<file path="config.mk">
export PLATFORM = sky130hd
export DESIGN_NAME = core_config_loader_flat
export DESIGN_NICKNAME = d
export VERILOG_FILES = /design/src/rtl/core_config_loader_pkg.sv /design/src/rtl/core_config_loader_if.sv /design/src/rtl/core_config_loader_word_assembler.sv /design/src/rtl/core_config_loader.sv /design/src/flat_wrapper.sv
export SDC_FILE = /design/constraint.sdc
export NUM_CORES = 1
export LEC_CHECK = 0
export ABC_AREA = 1
export CAP_MARGIN = 20
export CORE_MARGIN = 10
export CORE_UTILIZATION = 60
export DETAILED_ROUTE_END_ITERATION = 8
export PLACE_DENSITY = 0.85
export SYNTH_ARGS = -nofsm -noshare
export SYNTH_HDL_FRONTEND = slang
export SYNTH_SLANG_ARGS = --single-unit
</file>
<file path="constraint.sdc">
create_clock -name clk -period 2.71 [get_ports clk]
set_clock_uncertainty 0.05 [all_clocks]
set_input_delay 0.542 -clock clk [delete_from_list [all_inputs] [get_ports clk]]
set_output_delay 0.542 -clock clk [all_outputs]
set_load 0.02 [all_outputs]
</file>
<file path="src/rtl/core_config_loader_pkg.sv">
// Shared types and constants for the core configuration loader.
// The optional image checksum is enabled by defining CORE_CFG_CHECKSUM_EN.
package core_cfg_pkg;

  localparam int BYTES_PER_WORD = 4;
  localparam int LEN_BYTES      = 2;
  localparam int CSUM_W         = 8;

  typedef enum logic [3:0] {
    ST_IDLE,
    ST_CLR_RF,
    ST_LOAD_LEN,
    ST_LOAD_WORD,
    ST_CHECK,
    ST_FINISH,
    ST_DONE,
    ST_WAIT_EXIT,
    ST_ERROR
  } state_t;

  function automatic logic [CSUM_W-1:0] csum_add(input logic [CSUM_W-1:0] acc,
                                                 input logic [7:0]        b);
    return acc + CSUM_W'(b);
  endfunction

endpackage

</file>
<file path="src/rtl/core_config_loader_if.sv">
// Host byte link into the configuration loader.
interface core_config_loader_if;
  // A byte transfers on a rising clk edge where byte_valid and byte_ready are
  // both high; the source holds byte_data stable while byte_valid is high and
  // never waits on byte_ready before raising byte_valid.
  logic       byte_valid;
  logic [7:0] byte_data;
  logic       byte_ready;

  modport master (output byte_valid, output byte_data, input byte_ready);
  modport slave  (input byte_valid, input byte_data, output byte_ready);
endinterface

</file>
<file path="src/rtl/core_config_loader_word_assembler.sv">
// Little-endian byte-to-word shift register: the first byte lands in bits [7:0].
module cfg_word_assembler
  import core_cfg_pkg::*;
#(
  parameter int XLEN = 32
) (
  input  logic            clk,
  input  logic            rst_n,
  input  logic            clear,
  input  logic            in_valid,
  input  logic [7:0]      in_data,
  output logic            last_byte,
  output logic            word_valid,
  output logic [XLEN-1:0] word
);

  logic [1:0]      cnt;
  logic [XLEN-1:0] shreg;

  assign last_byte = (cnt == 2'(BYTES_PER_WORD - 1));

  always_ff @(posedge clk or negedge rst_n) begin
    if (!rst_n) begin
      cnt        <= '0;
      shreg      <= '0;
      word_valid <= 1'b0;
      word       <= '0;
    end else begin
      word_valid <= 1'b0;
      if (clear) begin
        cnt   <= '0;
        shreg <= '0;
      end else if (in_valid) begin
        shreg <= {in_data, shreg[XLEN-1:8]};
        cnt   <= cnt + 2'd1;
        if (last_byte) begin
          word_valid <= 1'b1;
          word       <= {in_data, shreg[XLEN-1:8]};
        end
      end
    end
  end

endmodule

</file>
<file path="src/rtl/core_config_loader.sv">
// Configuration-phase sequencer: clears scoreboard and register file, then loads
// a length-prefixed program image into instruction memory (CORE_CFG_CHECKSUM_EN adds a checksum byte).
module core_config_loader
  import core_cfg_pkg::*;
#(
  parameter int IMEM_AW = 8,
  parameter int NREGS   = 32,
  parameter int XLEN    = 32
) (
  input  logic                     clk,
  input  logic                     rst_n,
  input  logic                     cfg_active,
  core_config_loader_if.slave      bus,
  output logic                     sb_clear,
  output logic                     rf_clr_we,
  output logic [$clog2(NREGS)-1:0] rf_clr_addr,
  output logic                     imem_we,
  output logic [IMEM_AW-1:0]       imem_addr,
  output logic [XLEN-1:0]          imem_wdata,
  output logic                     config_done,
  output logic                     cfg_error,
  output state_t                   dbg_state
);

  localparam int RF_AW = $clog2(NREGS);
  localparam int CNT_W = 17;
  localparam logic [CNT_W-1:0] MAX_WORDS = CNT_W'(1) << IMEM_AW;
`ifdef CORE_CFG_CHECKSUM_EN
  localparam state_t END_STATE = ST_CHECK;
`else
  localparam state_t END_STATE = ST_FINISH;
`endif

  state_t            state, state_next;
  logic [RF_AW-1:0]  rf_cnt;
  logic [7:0]        len_lo;
  logic              len_idx;
  logic [CNT_W-1:0]  n_words, word_cnt, len_n;
  logic [IMEM_AW-1:0] addr_q;
  logic              err_q;
  logic              accept, asm_clear, asm_in_valid, asm_last, asm_valid;
  logic [XLEN-1:0]   asm_word;

  assign accept = bus.byte_valid & bus.byte_ready;
  assign len_n  = {1'b0, bus.byte_data, len_lo};

  // Gating with cfg_active keeps a byte from being consumed in the abort cycle.
  always_comb begin
    bus.byte_ready = 1'b0;
    case (state)
      ST_LOAD_LEN, ST_LOAD_WORD, ST_ERROR: bus.byte_ready = cfg_active;
`ifdef CORE_CFG_CHECKSUM_EN
      ST_CHECK:                            bus.byte_ready = cfg_active;
`endif
      default: ;
    endcase
  end

`ifdef CORE_CFG_CHECKSUM_EN
  logic [CSUM_W-1:0] csum;
  always_ff @(posedge clk or negedge rst_n) begin
    if (!rst_n) begin
      csum <= '0;
    end else if (state == ST_IDLE) begin
      csum <= '0;
    end else if (accept && (state == ST_LOAD_LEN || state == ST_LOAD_WORD)) begin
      csum <= csum_add(csum, bus.byte_data);
    end
  end
`endif

  always_ff @(posedge clk or negedge rst_n) begin
    if (!rst_n) state <= ST_IDLE;
    else        state <= state_next;
  end

  always_comb begin
    state_next = state;
    if (state != ST_IDLE && !cfg_active) begin
      state_next = ST_IDLE;
    end else begin
      case (state)
        ST_IDLE:      if (cfg_active) state_next = ST_CLR_RF;
        ST_CLR_RF:    if (rf_cnt == RF_AW'(NREGS - 1)) state_next = ST_LOAD_LEN;
        ST_LOAD_LEN: begin
          if (accept && len_idx == 1'(LEN_BYTES - 1)) begin
            if (len_n > MAX_WORDS)  state_next = ST_ERROR;
            else if (len_n == '0)   state_next = END_STATE;
            else                    state_next = ST_LOAD_WORD;
          end
        end
        ST_LOAD_WORD: begin
          if (accept && asm_last && (word_cnt + CNT_W'(1) == n_words))
            state_next = END_STATE;
        end
`ifdef CORE_CFG_CHECKSUM_EN
        ST_CHECK: begin
          if (accept) state_next = (bus.byte_data == csum) ? ST_FINISH : ST_ERROR;
        end
`endif
        ST_FINISH:    state_next = ST_DONE;
        ST_DONE:      state_next = ST_WAIT_EXIT;
        ST_WAIT_EXIT: state_next = ST_WAIT_EXIT;
        ST_ERROR:     state_next = ST_ERROR;
        default:      state_next = ST_IDLE;
      endcase
    end
  end

  always_ff @(posedge clk or negedge rst_n) begin
    if (!rst_n) begin
      rf_cnt   <= '0;
      len_lo   <= '0;
      len_idx  <= 1'b0;
      n_words  <= '0;
      word_cnt <= '0;
      addr_q   <= '0;
    end else begin
      case (state)
        ST_IDLE: begin
          rf_cnt   <= '0;
          len_lo   <= '0;
          len_idx  <= 1'b0;
          n_words  <= '0;
          word_cnt <= '0;
        end
        ST_CLR_RF: rf_cnt <= (rf_cnt == RF_AW'(NREGS - 1)) ? '0 : rf_cnt + RF_AW'(1);
        ST_LOAD_LEN: begin
          if (accept) begin
            if (len_idx == 1'(LEN_BYTES - 1)) begin
              n_words <= len_n;
            end else begin
              len_lo  <= bus.byte_data;
              len_idx <= 1'b1;
            end
          end
        end
        ST_LOAD_WORD: begin
          // The address is registered alongside the assembled word.
          if (accept && asm_last) begin
            addr_q   <= word_cnt[IMEM_AW-1:0];
            word_cnt <= word_cnt + CNT_W'(1);
          end
        end
        default: ;
      endcase
    end
  end

  always_ff @(posedge clk or negedge rst_n) begin
    if (!rst_n)                              err_q <= 1'b0;
    else if (state == ST_IDLE && cfg_active) err_q <= 1'b0;
    else if (state_next == ST_ERROR)         err_q <= 1'b1;
  end

  assign asm_clear    = (state == ST_IDLE) | ~cfg_active;
  assign asm_in_valid = accept & (state == ST_LOAD_WORD);

  cfg_word_assembler #(.XLEN(XLEN)) u_asm (
    .clk        (clk),
    .rst_n      (rst_n),
    .clear      (asm_clear),
    .in_valid   (asm_in_valid),
    .in_data    (bus.byte_data),
    .last_byte  (asm_last),
    .word_valid (asm_valid),
    .word       (asm_word)
  );

  assign sb_clear    = (state == ST_CLR_RF) && (rf_cnt == '0);
  assign rf_clr_we   = (state == ST_CLR_RF);
  assign rf_clr_addr = rf_cnt;
  assign imem_we     = asm_valid;
  assign imem_addr   = addr_q;
  assign imem_wdata  = asm_word;
  assign config_done = (state == ST_DONE);
  assign cfg_error   = err_q;
  assign dbg_state   = state;

endmodule

</file>
<file path="src/flat_wrapper.sv">
// flat-port wrapper written by rule: the top's interface ports become plain ports
module core_config_loader_flat import core_cfg_pkg::*;
#(
  parameter int IMEM_AW = 8,
  parameter int NREGS   = 32,
  parameter int XLEN    = 32
)
  (clk, rst_n, cfg_active, sb_clear, rf_clr_we, rf_clr_addr, imem_we, imem_addr, imem_wdata, config_done, cfg_error, dbg_state, bus_byte_valid, bus_byte_data, bus_byte_ready);
  core_config_loader_if bus_i ();
  input  logic clk;
  input  logic rst_n;
  input  logic cfg_active;
  output logic sb_clear;
  output logic rf_clr_we;
  output logic [$clog2(NREGS)-1:0] rf_clr_addr;
  output logic imem_we;
  output logic [IMEM_AW-1:0] imem_addr;
  output logic [XLEN-1:0] imem_wdata;
  output logic config_done;
  output logic cfg_error;
  output state_t dbg_state;
  input wire logic [$bits(bus_i.byte_valid)-1:0] bus_byte_valid;
  input wire logic [$bits(bus_i.byte_data)-1:0] bus_byte_data;
  output wire logic [$bits(bus_i.byte_ready)-1:0] bus_byte_ready;
  assign bus_i.byte_valid = bus_byte_valid;
  assign bus_i.byte_data = bus_byte_data;
  assign bus_byte_ready = bus_i.byte_ready;
  core_config_loader #(.IMEM_AW(IMEM_AW), .NREGS(NREGS), .XLEN(XLEN)) u_core (.clk(clk), .rst_n(rst_n), .cfg_active(cfg_active), .bus(bus_i), .sb_clear(sb_clear), .rf_clr_we(rf_clr_we), .rf_clr_addr(rf_clr_addr), .imem_we(imem_we), .imem_addr(imem_addr), .imem_wdata(imem_wdata), .config_done(config_done), .cfg_error(cfg_error), .dbg_state(dbg_state));
endmodule
</file>
==> flow_summary.toml <==
[placed_design]
place_congestion = 0.911
place.detailed.hpwl_um = 10200
dp_cells = 836
dpl_cell_area_um2 = 6390
port_buffers = 66

[clock_tree]
cts_tree = "done"
clk_pin_slew_worst_paths_ns = 0.06
ctsHtreeMaxLevel = 4
clockBufferDepth = 2
cts_inserted_buffers = 17
cts.sinks = 119
clockRootBuffer = "clkbuf_8"
clock_latency_ns = 0.52

[worst_setup_path]
cp_max_fo = 5
path_buf_inv = 4
cp.required_ns = 2.12
slowest_delay_ns = 0.44
endpoint_kind = "primary output"
crit_slowest_cell = "dfrtp_1"
startpoint_type = "flip-flop"
worstSetupPathType = "flip-flop to primary output"
path_common_cell = "inv_1"
path_cells = "nor2_2 > inv_1 > nor2_4 > inv_1 > nor2_2 > inv_1 > nor3_1 > buf_4"
critical_path_arrival_ns = 1.99
crit_family = "simple AND/OR/NAND/NOR gates"

[timing]
final-max-slew-violation-count = 0
rsz0062_at_grt = "false"
tns_ns = 0
setup-violations-final = 0
fin_crit_sh = 0.951
fmax_mhz = 388
tightest_slew_ns = 0.699
fin_crit_ns = 2.58
hold_violations = 0
slew_headroom = 0.534

[synthesis]
syn-instance-count = 664
synth-warning-count = 0
synth-main-ff-cell = "dfrtp_1"
synth_area_um2 = 5610
synth-seq-cells = 119
seq_area_frac_synth = 0.531
synth_edf_count = 0
yosysUniqueCellTypes = 33
async_flop_share = 1.00
synth_nets = 681
avgSynthCellArea_um2 = 8.44

[min_path]
min_path_type = "flip-flop to flip-flop"

[drt]
detail_route.wirelength_um = 14800
ant_nets = 0
wl_met1_um = 5810
vias_per_cell = 5.68
wl_per_cell_um = 17.0
route.met3.wl_um = 1050
wl_met2_um = 7560
vias = 4940
route.detailed.drc = 0
drt_iter0_drc = 526
dr.pass1.iters = 6
topRoutingLayerUsed = "met4"

[floorplanning]
dieHeight_um = 117
fp.coreArea_um2 = 9150
ios = 67
dieArea_um2 = 13600
initial_core_util = 0.613
rows = 35
die_x_um = 117

[cells_and_area]
syn_to_final_growth_pct = 25.2
layout.nets = 762
antenna_cells = 0
fillers = 585
final_area_um2 = 7020
area.sequential_um2 = 2980
instances_no_fill = 869
multiInputGateArea_um2 = 2180
drive_gt1_frac = 0.109
fin_util = 0.767

[job]
drv_cap = 0

[power]
leakage_nw = 3.29
ir_worst_vdd_uv = 497
power.density_nw_per_um2 = 683
power_mw = 4.79

[status]
outcome = "complete, no violations"

[global_routing]
grt_pass1_wl_um = 23700
grt_pass1_vias = 4843
antenna_found_initial = 0
grt_usage = 0.223
gr-total-overflow = 0
grt_max_degree = 70
## stage by stage
stage                     hold slack (ns)  setup slack (ns)
after floorplan                     0.196             0.193
after global placement              0.400             0.157
after detailed placement            0.408            0.0700
after CTS                           0.423            0.0119
after global routing                0.438            0.0359
final                               0.418             0.133
## final timing paths
path / slack [ns] / end / cells after the start / startpoint
max: 0.13 / sb_clear / 8 / u_core.dbg_state[3]
min: 0.42 / u_core.u_asm.word[10] / 2 / u_core.u_asm.word[10]
max reg2reg: 0.34 / u_core.u_asm.word[25] / 12 / u_core.dbg_state[1]
min reg2reg: 0.42 / u_core.u_asm.word[10] / 2 / u_core.u_asm.word[10]
max in group asynchronous: 1.36 / u_core.word_cnt[8] / 3 / rst_n
min in group asynchronous: 0.53 / u_core.u_asm.word[7] / 2 / rst_n
## worst min-delay path, stage by stage (launching register included)
cell and delay, ns:
dfrtp_1 0.34, nand2_1 0.05, nand2_1 0.04
## area by class of cell
| class | instances | area share |
|---|---|---|
| multi-input combinational | 438 | 0.311 |
| timing repair buffer | 81 | 0.111 |
| sequential | 119 | 0.424 |
| tap | 111 | 0.0198 |
| inverter | 88 | 0.0471 |
| clock inverter | 13 | 0.0244 |
| clock buffer | 19 | 0.0629 |
## per-layer routing
metal | vias to the layer above | GRT usage
li1 | 2303 | -
met1 | 2366 | 0.254
met2 | 229 | 0.390
met3 | 42 | 0.0642
met4 | 0 | 0.0840
met5 | - | 0
## timing repair
| item | 4_1_cts | 5_1_grt |
|---|---|---|
| setup buffers | 0 | 0 |
| gates resized for setup | 8 | 6 |
| hold endpoints to repair | 6 | 0 |
| setup endpoints to repair | 3 | 2 |
| hold buffers | 1 | 0 |
## sequential cells by signal, summed over array words and instances, names as in the netlist
register,cells
u_core.u_asm.word,32
u_core.u_asm.shreg,24
u_core.word_cnt,17
u_core.n_words,16
u_core.imem_addr,8
u_core.len_lo,8
u_core.rf_clr_addr,5
u_core.dbg_state,4
u_core.u_asm.cnt,2
u_core.cfg_error,1
u_core.len_idx,1
u_core.u_asm.word_valid,1
## Yosys cell counts, drive strengths merged (4+ instances only)
cell    number  share of area
nand4        6         0.0067
nor3         4         0.0036
inv         88          0.059
o22ai       21          0.037
clkbuf       4         0.0027
o31ai       15          0.020
a21oi       11          0.011
nand3       42          0.037
nand2      203           0.14
nor2        53          0.039
buf         15          0.021
o21ai       60          0.054
dfrtp      119           0.53
ha           5          0.011
xor2         7          0.011
## report_power, final
group          internal [mW]  switching [mW]  total (mW)
Sequential              1.80          0.0377        1.84
Combinational          0.205           0.447       0.652
Clock                   1.46           0.845        2.30
## cell usage in the layout, fill, tap and decap left out, drive strengths merged, types with 2 or more instances in the layout
master           n
o31ai           15
xor2             7
a21oi           11
nand3           42
buf             16
dfrtp          119
nand2          203
clkdlybuf4s50   62
o22ai           21
nor3             4
bufinv           3
clkinv           7
a22o             2
clkinvlp         2
nand4            6
inv             89
ha               5
o21ai           60
clkbuf          20
mux2             2
nor2            53
## cell families after synthesis
group | share of synthesized area
adder cells (fa/ha/maj) | 0.0112
multiplexers | 0.00402
AO/OA/AOI/OAI | 0.129
flip-flops | 0.531
buffers and inverters | 0.0821
AND/OR/NAND/NOR | 0.228
XOR/XNOR | 0.0150
(Power assumes the default switching activity.)
